$ cat config.mk
export PLATFORM = sky130hd
export DESIGN_NAME = pipelined_adder_flat
export DESIGN_NICKNAME = d
export VERILOG_FILES = /design/src/rtl/pipelined_adder_pkg.sv /design/src/rtl/pipelined_adder_if.sv /design/src/rtl/pipelined_adder_chunk.sv /design/src/rtl/pipelined_adder.sv /design/src/flat_wrapper.sv
export SDC_FILE = /design/constraint.sdc
export NUM_CORES = 1
export LEC_CHECK = 0
export BUFFER_PORTS_ARGS = -buffer_cell sky130_fd_sc_hd__buf_4
export CORE_ASPECT_RATIO = 1.4
export CORE_MARGIN = 5
export CORE_UTILIZATION = 50
export DETAILED_ROUTE_END_ITERATION = 7
export PLACE_DENSITY_LB_ADDON = 0.3
export SLEW_MARGIN = 15
export SYNTH_ARGS = -nofsm -noshare
export SYNTH_HDL_FRONTEND = slang
export SYNTH_SLANG_ARGS = --single-unit
$ cat constraint.sdc
create_clock -name clk -period 4.35 [get_ports clk]
set_clock_uncertainty 0.05 [all_clocks]
set_input_delay 0.6525 -clock clk [delete_from_list [all_inputs] [get_ports clk]]
set_output_delay 0.6525 -clock clk [all_outputs]
set_load 0.01 [all_outputs]
$ cat src/rtl/pipelined_adder_pkg.sv
// -----------------------------------------------------------------------------
// pipelined_adder_pkg
// Shared constants and helpers for the pipelined adder.
//   DEF_WIDTH / DEF_STAGES : default operand width and pipeline depth
//   MAX_WIDTH              : widest operand the saturation helpers support
//   sat_max / sat_min      : largest / smallest two's-complement value of a width
//   sat_limit              : saturation value selected by the sign of operand a
// No ports (package).
// -----------------------------------------------------------------------------
package pipelined_adder_pkg;

   localparam int unsigned DEF_WIDTH  = 16;
   localparam int unsigned DEF_STAGES = 4;
   localparam int unsigned MAX_WIDTH  = 64;

   // 2^(width-1)-1, zero-extended to MAX_WIDTH bits
   function automatic logic [MAX_WIDTH-1:0] sat_max(input int unsigned width);
      return (64'd1 << (width - 1)) - 64'd1;
   endfunction

   // -2^(width-1) in width bits (only the sign bit set), zero-extended
   function automatic logic [MAX_WIDTH-1:0] sat_min(input int unsigned width);
      return 64'd1 << (width - 1);
   endfunction

   // Overflow can only push the result away from the operands' common sign,
   // so the sign of a alone picks the limit to clamp to.
   function automatic logic [MAX_WIDTH-1:0] sat_limit(input logic a_negative,
                                                      input int unsigned width);
      logic [MAX_WIDTH-1:0] limit;
      if (a_negative) begin
         limit = sat_min(width);
      end else begin
         limit = sat_max(width);
      end
      return limit;
   endfunction

endpackage

$ cat src/rtl/pipelined_adder_if.sv
// -----------------------------------------------------------------------------
// pipelined_adder_if
// Operand / result handshake bundle of the pipelined adder.
//   in_valid, in_ready      : input handshake (transfer when both high)
//   a, b, cin               : operands and carry-in
//   out_valid, out_ready    : output handshake (transfer when both high)
//   sum, cout, ovf          : result, unsigned carry-out, signed overflow
// Modports: master = producer/consumer around the adder, slave = the adder.
// -----------------------------------------------------------------------------
interface pipelined_adder_if
   import pipelined_adder_pkg::*;
#(
   parameter int unsigned WIDTH = DEF_WIDTH
) ();

   logic             in_valid;
   logic             in_ready;
   logic [WIDTH-1:0] a;
   logic [WIDTH-1:0] b;
   logic             cin;
   logic             out_valid;
   logic             out_ready;
   logic [WIDTH-1:0] sum;
   logic             cout;
   logic             ovf;

   modport master (
      output in_valid, a, b, cin, out_ready,
      input  in_ready, out_valid, sum, cout, ovf
   );

   modport slave (
      input  in_valid, a, b, cin, out_ready,
      output in_ready, out_valid, sum, cout, ovf
   );

endinterface

$ cat src/rtl/pipelined_adder_chunk.sv
// -----------------------------------------------------------------------------
// adder_chunk
// Purely combinational CHUNK-bit adder slice.
//   x, y : operand slices          ci : carry into the slice
//   s    : slice sum               co : carry out of the slice
//   cm   : carry into the slice MSB (cm ^ co is the signed overflow when this
//          slice holds the operand sign bits)
// -----------------------------------------------------------------------------
module adder_chunk
   import pipelined_adder_pkg::*;
#(
   parameter int unsigned CHUNK = DEF_WIDTH / DEF_STAGES
) (
   input  logic [CHUNK-1:0] x,
   input  logic [CHUNK-1:0] y,
   input  logic             ci,
   output logic [CHUNK-1:0] s,
   output logic             co,
   output logic             cm
);

   logic [CHUNK:0] full_s;

   assign full_s = {1'b0, x} + {1'b0, y} + {{CHUNK{1'b0}}, ci};
   assign s      = full_s[CHUNK-1:0];
   assign co     = full_s[CHUNK];
   // sum bit = x ^ y ^ carry_in, so the carry into the MSB is recovered by XOR
   assign cm     = full_s[CHUNK-1] ^ x[CHUNK-1] ^ y[CHUNK-1];

endmodule

$ cat src/rtl/pipelined_adder.sv
// -----------------------------------------------------------------------------
// pipelined_adder
// STAGES-deep carry-pipelined adder: stage k adds operand chunk k plus the
// carry registered by stage k-1. Upper operand chunks ride along with the
// transaction (skew) and finished lower sum chunks ride along too (deskew),
// so every chunk of a result leaves the last stage together.
// Latency STAGES cycles, one transaction per cycle, whole pipe freezes while
// the output is valid and not accepted.
//   clk  : rising-edge clock
//   rst  : asynchronous active-high reset
//   bus  : pipelined_adder_if.slave (in_valid/in_ready/a/b/cin,
//          out_valid/out_ready/sum/cout/ovf)
// Optional feature macro: PIPELINED_ADDER_SAT_EN -- saturate sum on signed
// overflow (ovf/cout still describe the unsaturated result).
// -----------------------------------------------------------------------------
module pipelined_adder
   import pipelined_adder_pkg::*;
#(
   parameter int unsigned WIDTH  = DEF_WIDTH,
   parameter int unsigned STAGES = DEF_STAGES
) (
   input logic                clk,
   input logic                rst,
   pipelined_adder_if.slave   bus
);

   // WIDTH must be an integer multiple of STAGES
   localparam int unsigned CHUNK = WIDTH / STAGES;
   localparam int unsigned LAST  = STAGES - 1;

   // pipeline registers, one entry per stage
   logic             valid_r [STAGES];
   logic [WIDTH-1:0] a_r     [STAGES];
   logic [WIDTH-1:0] b_r     [STAGES];
   logic [WIDTH-1:0] sum_r   [STAGES];
   logic             carry_r [STAGES];
   logic             ovf_r;

   // what each stage sees this cycle
   logic [WIDTH-1:0] stage_a_s    [STAGES];
   logic [WIDTH-1:0] stage_b_s    [STAGES];
   logic [WIDTH-1:0] stage_part_s [STAGES];
   logic             stage_ci_s   [STAGES];
   logic             stage_v_s    [STAGES];
   logic [CHUNK-1:0] chunk_sum_s  [STAGES];
   logic             chunk_co_s   [STAGES];
   logic             chunk_cm_s   [STAGES];
   logic [WIDTH-1:0] merged_s     [STAGES];

   logic             stall_s;
   logic             ovf_s;
   logic [WIDTH-1:0] final_sum_s;

   for (genvar k = 0; k < STAGES; k++) begin : g_stage
      // bit positions of chunk k within the word
      localparam logic [WIDTH-1:0] MASK =
         ((WIDTH'(1'b1) << CHUNK) - WIDTH'(1'b1)) << (k * CHUNK);

      if (k == 0) begin : g_first
         assign stage_a_s[k]    = bus.a;
         assign stage_b_s[k]    = bus.b;
         assign stage_part_s[k] = {WIDTH{1'b0}};
         assign stage_ci_s[k]   = bus.cin;
         assign stage_v_s[k]    = bus.in_valid;
      end else begin : g_next
         assign stage_a_s[k]    = a_r[k-1];
         assign stage_b_s[k]    = b_r[k-1];
         assign stage_part_s[k] = sum_r[k-1];
         assign stage_ci_s[k]   = carry_r[k-1];
         assign stage_v_s[k]    = valid_r[k-1];
      end

      adder_chunk #(
         .CHUNK (CHUNK)
      ) u_chunk (
         .x  (stage_a_s[k][k*CHUNK +: CHUNK]),
         .y  (stage_b_s[k][k*CHUNK +: CHUNK]),
         .ci (stage_ci_s[k]),
         .s  (chunk_sum_s[k]),
         .co (chunk_co_s[k]),
         .cm (chunk_cm_s[k])
      );

      // drop this stage's chunk into the partially built sum
      assign merged_s[k] = (stage_part_s[k] & ~MASK) |
                           (WIDTH'(chunk_sum_s[k]) << (k * CHUNK));
   end

   // a held output freezes every stage, bubbles included
   assign stall_s = valid_r[LAST] && !bus.out_ready;

   // the top chunk holds the sign bits, so its carries give signed overflow
   assign ovf_s = chunk_cm_s[LAST] ^ chunk_co_s[LAST];

`ifdef PIPELINED_ADDER_SAT_EN
   assign final_sum_s = ovf_s ? WIDTH'(sat_limit(stage_a_s[LAST][WIDTH-1], WIDTH))
                              : merged_s[LAST];
`else
   assign final_sum_s = merged_s[LAST];
`endif

   // Pipeline advance: every stage moves together unless the output is stalled.
   always_ff @(posedge clk or posedge rst) begin
      if (rst) begin
         for (int unsigned k = 0; k < STAGES; k++) begin
            valid_r[k] <= 1'b0;
            a_r[k]     <= {WIDTH{1'b0}};
            b_r[k]     <= {WIDTH{1'b0}};
            sum_r[k]   <= {WIDTH{1'b0}};
            carry_r[k] <= 1'b0;
         end
         ovf_r <= 1'b0;
      end else if (!stall_s) begin
         for (int unsigned k = 0; k < STAGES; k++) begin
            valid_r[k] <= stage_v_s[k];
            a_r[k]     <= stage_a_s[k];
            b_r[k]     <= stage_b_s[k];
            carry_r[k] <= chunk_co_s[k];
            if (k == LAST) begin
               sum_r[k] <= final_sum_s;
            end else begin
               sum_r[k] <= merged_s[k];
            end
         end
         ovf_r <= ovf_s;
      end
   end

   assign bus.in_ready  = !stall_s;
   assign bus.out_valid = valid_r[LAST];
   assign bus.sum       = sum_r[LAST];
   assign bus.cout      = carry_r[LAST];
   assign bus.ovf       = ovf_r;

endmodule

$ cat src/flat_wrapper.sv
// flat-port wrapper written by rule: the top's interface ports become plain ports
module pipelined_adder_flat import pipelined_adder_pkg::*;
#(
   parameter int unsigned WIDTH  = DEF_WIDTH,
   parameter int unsigned STAGES = DEF_STAGES
)
  (clk, rst, bus_in_valid, bus_a, bus_b, bus_cin, bus_out_ready, bus_in_ready, bus_out_valid, bus_sum, bus_cout, bus_ovf);
  pipelined_adder_if #(.WIDTH(WIDTH)) bus_i ();
  input logic clk;
  input logic rst;
  input wire logic [$bits(bus_i.in_valid)-1:0] bus_in_valid;
  input wire logic [$bits(bus_i.a)-1:0] bus_a;
  input wire logic [$bits(bus_i.b)-1:0] bus_b;
  input wire logic [$bits(bus_i.cin)-1:0] bus_cin;
  input wire logic [$bits(bus_i.out_ready)-1:0] bus_out_ready;
  output wire logic [$bits(bus_i.in_ready)-1:0] bus_in_ready;
  output wire logic [$bits(bus_i.out_valid)-1:0] bus_out_valid;
  output wire logic [$bits(bus_i.sum)-1:0] bus_sum;
  output wire logic [$bits(bus_i.cout)-1:0] bus_cout;
  output wire logic [$bits(bus_i.ovf)-1:0] bus_ovf;
  assign bus_i.in_valid = bus_in_valid;
  assign bus_i.a = bus_a;
  assign bus_i.b = bus_b;
  assign bus_i.cin = bus_cin;
  assign bus_i.out_ready = bus_out_ready;
  assign bus_in_ready = bus_i.in_ready;
  assign bus_out_valid = bus_i.out_valid;
  assign bus_sum = bus_i.sum;
  assign bus_cout = bus_i.cout;
  assign bus_ovf = bus_i.ovf;
  pipelined_adder #(.WIDTH(WIDTH), .STAGES(STAGES)) u_core (.clk(clk), .rst(rst), .bus(bus_i));
endmodule
==> impl_results.md <==
- Clock root buffer: clkbuf_16
- Fin util: between 60% and 70%
- Final worst-path setup slack: around 1.8 ns
- Type of origin of the critical path: input pin
- Worst Hold Class: in2async
- Pre-Repair DR Iteration Count: 6
- Post-synthesis cell area: 4138 µm²
- Worst reg2reg setup slack: between 2 and 2.5 ns
- Clock tree from TritonCTS: done
- Post-CTS setup buffers: 0
- Layout cells sized above 1: between 10% and 20%
- Power Dens Cells: between 700 and 800 nW/µm²
- Endpoints failing hold: 0
- Rows: 39
- Total Routed Length: 7341 µm
- I/O pin count: 57
- Clock Latency Late Sink: 0.34 ns
- GPL Wtd Cong: ~0.77
- Largest net degree at the start of global routing: between 80 and 90
- Antenna viol nets, final: 0
- Worst-Margin Slew: 0.8378 ns
- Reg clk slew, reported paths: 0.06 ns
- Setup-failing EPs final: 0
- Number of synthesized flops with an enable pin: 0
- Die Ht: around 120 µm
- DR vias: ~2900
- CTS buffer count: 9
- Crit path buf inv count: 3
- Status: complete, no violations
- Max-cap violations: 0
- Vias in the first global route: around 3100
- Ant diodes: 0
- Average size of a mapped cell: slightly above 9 µm²
- Synth Register Bits: 97
- Yosys Warn Count: 0
- Grt total ovfl: 0
- DIE AREA: ~10000 µm²
- Critical Path RT: between 3 and 4 ns
- Most area-hungry cell type in the Yosys netlist: dfrtp_1
- CP Class: in2out
- Yosys top cell area share: 58.66%
- Sequential fraction of the synthesis area: between 50% and 60%
- Drc violations: 0
- Filler cells: 705
- Clock Path Buffers: 2
- TNS Setup: 0 ns
- Die X: between 80 and 90 µm
- Worst reg2reg endpoint: u_core.bus.ovf
- Max Fclk: roughly 390 MHz
- Starting Density: ~50%
- Vias per cell: between 4 and 5
- WL per Instance: 12.17 µm
- Crit-path max cell delay: roughly 0.55 ns
- # hold bufs at CTS: 0
- DRT iter0 DRCs: approximately 140
- Final min period: between 2 and 3 ns
- Primary FF master, synth: dfrtp_1
- PortBufs: 56
- Synth area leaders: dfrtp_1, nand2_1, fa_1, ha_1, o21ai_0
- Reg area: 2427 µm²
- Max_slew headroom: between 40 and 50%
- Asr flop ratio synth: 100.0%
- RSZ-0062 raised after global routing: no
- Top post-synthesis cells by count: nand2_1, dfrtp_1, inv_1, o21ai_0, a21oi_1
- Post-Syn Instances: ~450
- Max VDD drop: 0.3309 mV
- Pre-CTS setup slack: 1.800 ns
- Htree depth: 3
- Max FO, Critical Path: 57
- Synthesis-to-layout area growth: 19.87%
- Reg2reg start: u_core.carry_r[1]
- Synth cell types: 22
- Final HPWL DP: around 4800 µm
- Clk sinks: slightly below 100
- Delay-heaviest family, CP: buffers and inverters
- Leak pwr: about 2.7 nW
- Most common cell in the netlist: nand2_1
- Area of the multi-input gates: roughly 1600 µm²
- CTS resizes: 0
- Initial antenna violation count: 0
- Worst path most repeated cell: buf_4
- Tot GR Track Use: between 10% and 20%
- WP data arrival: about 1.8 ns
- Final period utilization: between 50% and 60%
- Synthesized net count: 504
- FF-to-FF path depth: 8
- Crit end category: output pin
- First-pass GRT wire length: ~13000 µm
- Layout Nets: around 550
- Max Slew Vio Count: 0
- Core box area: ~8100 µm²
- CP max-delay cell: clkinv_2
- Worst path cell trace: buf_4 > nor2b_4 > clkinv_2 > buf_4
## per-layer routing
layer | track usage [%] | share of wire, % | up-vias
met5 | 0 | 0 | -
met4 | 5.848 | 1.7 | 0
met3 | 3.992 | 3.6 | 12
met2 | 28.61 | 55 | 43
met1 | 17.55 | 40 | 1410
li1 | - | - | 1465
## worst max path at each step
stage / startpoint / to / slack, ns / cells past startpoint
after global routing: u_core.bus.out_valid / bus_in_ready / 1.70 / 3
after floorplan: rst / u_core.a_r[28] / 1.11 / 1
after global placement: bus_out_ready / bus_in_ready / 1.82 / 4
final: bus_out_ready / bus_in_ready / 1.81 / 4
after detailed placement: bus_out_ready / bus_in_ready / 1.80 / 4
after CTS: bus_out_ready / bus_in_ready / 1.79 / 4
## placed cells by master, fill, tap and decap left out, types with 2 or more instances in the layout
cell type	n
buf_4	59
nor2b_1	2
nand2b_1	2
a21o_1	5
nand2_1	224
xor2_1	5
inv_1	16
o21ai_0	17
fa_1	8
xnor2_1	3
clkbuf_8	5
dfrtp_1	97
a21oi_1	14
ha_1	12
clkbuf_16	9
nor2_1	13
## per-stage QoR
stage | power, W | cell area (µm²) | hold slack (ns) | std cells
finish | 0.003617 | 4960 | 0.4047 | 603
global route | 0.003942 | 4960 | 0.4271 | 603
CTS | 0.003677 | 4960 | 0.4191 | 603
detailed placement | 0.002821 | 4632 | 0.4050 | 587
global placement | 0.002752 | 4632 | 0.3960 | 587
floorplan | 0.002434 | 4138 | 0.3800 | 447
## kinds of logic after synthesis
family                     count (synthesis)  synth area share (%)
AOI/OAI and AO/OA                         39                 5.232
muxes                                      1                0.3628
xor gates and xnor gates                   9                 2.238
DFF                                       97                 58.66
adders and majority gates                 20                 7.499
and+or+nand+nor                          242                 22.26
buffers and inverters                     39                 3.749
## flip-flops by register name, indices dropped and copies added, names as in the netlist
register,cells
u_core.a_r,24
u_core.b_r,24
u_core.bus.cout,1
u_core.bus.out_valid,1
u_core.bus.ovf,1
u_core.bus.sum,16
u_core.carry_r,3
u_core.stage_part_s,24
u_core.stage_v_s,3
## worst reg2reg max path: cells and delay by family (launching register included)
| family | cells | cell delay [ns] |
|---|---|---|
| adders and majority gates | 2 | 0.87 |
| AOI/OAI and AO/OA | 2 | 0.19 |
| DFF | 1 | 0.33 |
| buffers and inverters | 2 | 0.15 |
| xor gates and xnor gates | 1 | 0.32 |
| muxes | 1 | 0.26 |
## layout make-up
cell class / count / share of cell area, %
Sequential cell: 97 / 48.94
Multi-Input combinational cell: 311 / 31.51
Timing Repair Buffer: 59 / 8.930
Clock buffer: 15 / 6.004
Tap cell: 102 / 2.573
Inverter: 18 / 1.438
Clock inverter: 1 / 0.6054
## power breakdown
group | switching, W | total [W] | leakage [nW] | internal, W
Sequential | 0.000206 | 0.00150 | 1.17 | 0.00130
Combinational | 0.000677 | 0.00128 | 1.34 | 0.000602
Clock | 0.000310 | 0.000834 | 0.162 | 0.000524
No activity file was read; power rests on OpenSTA's default activity.
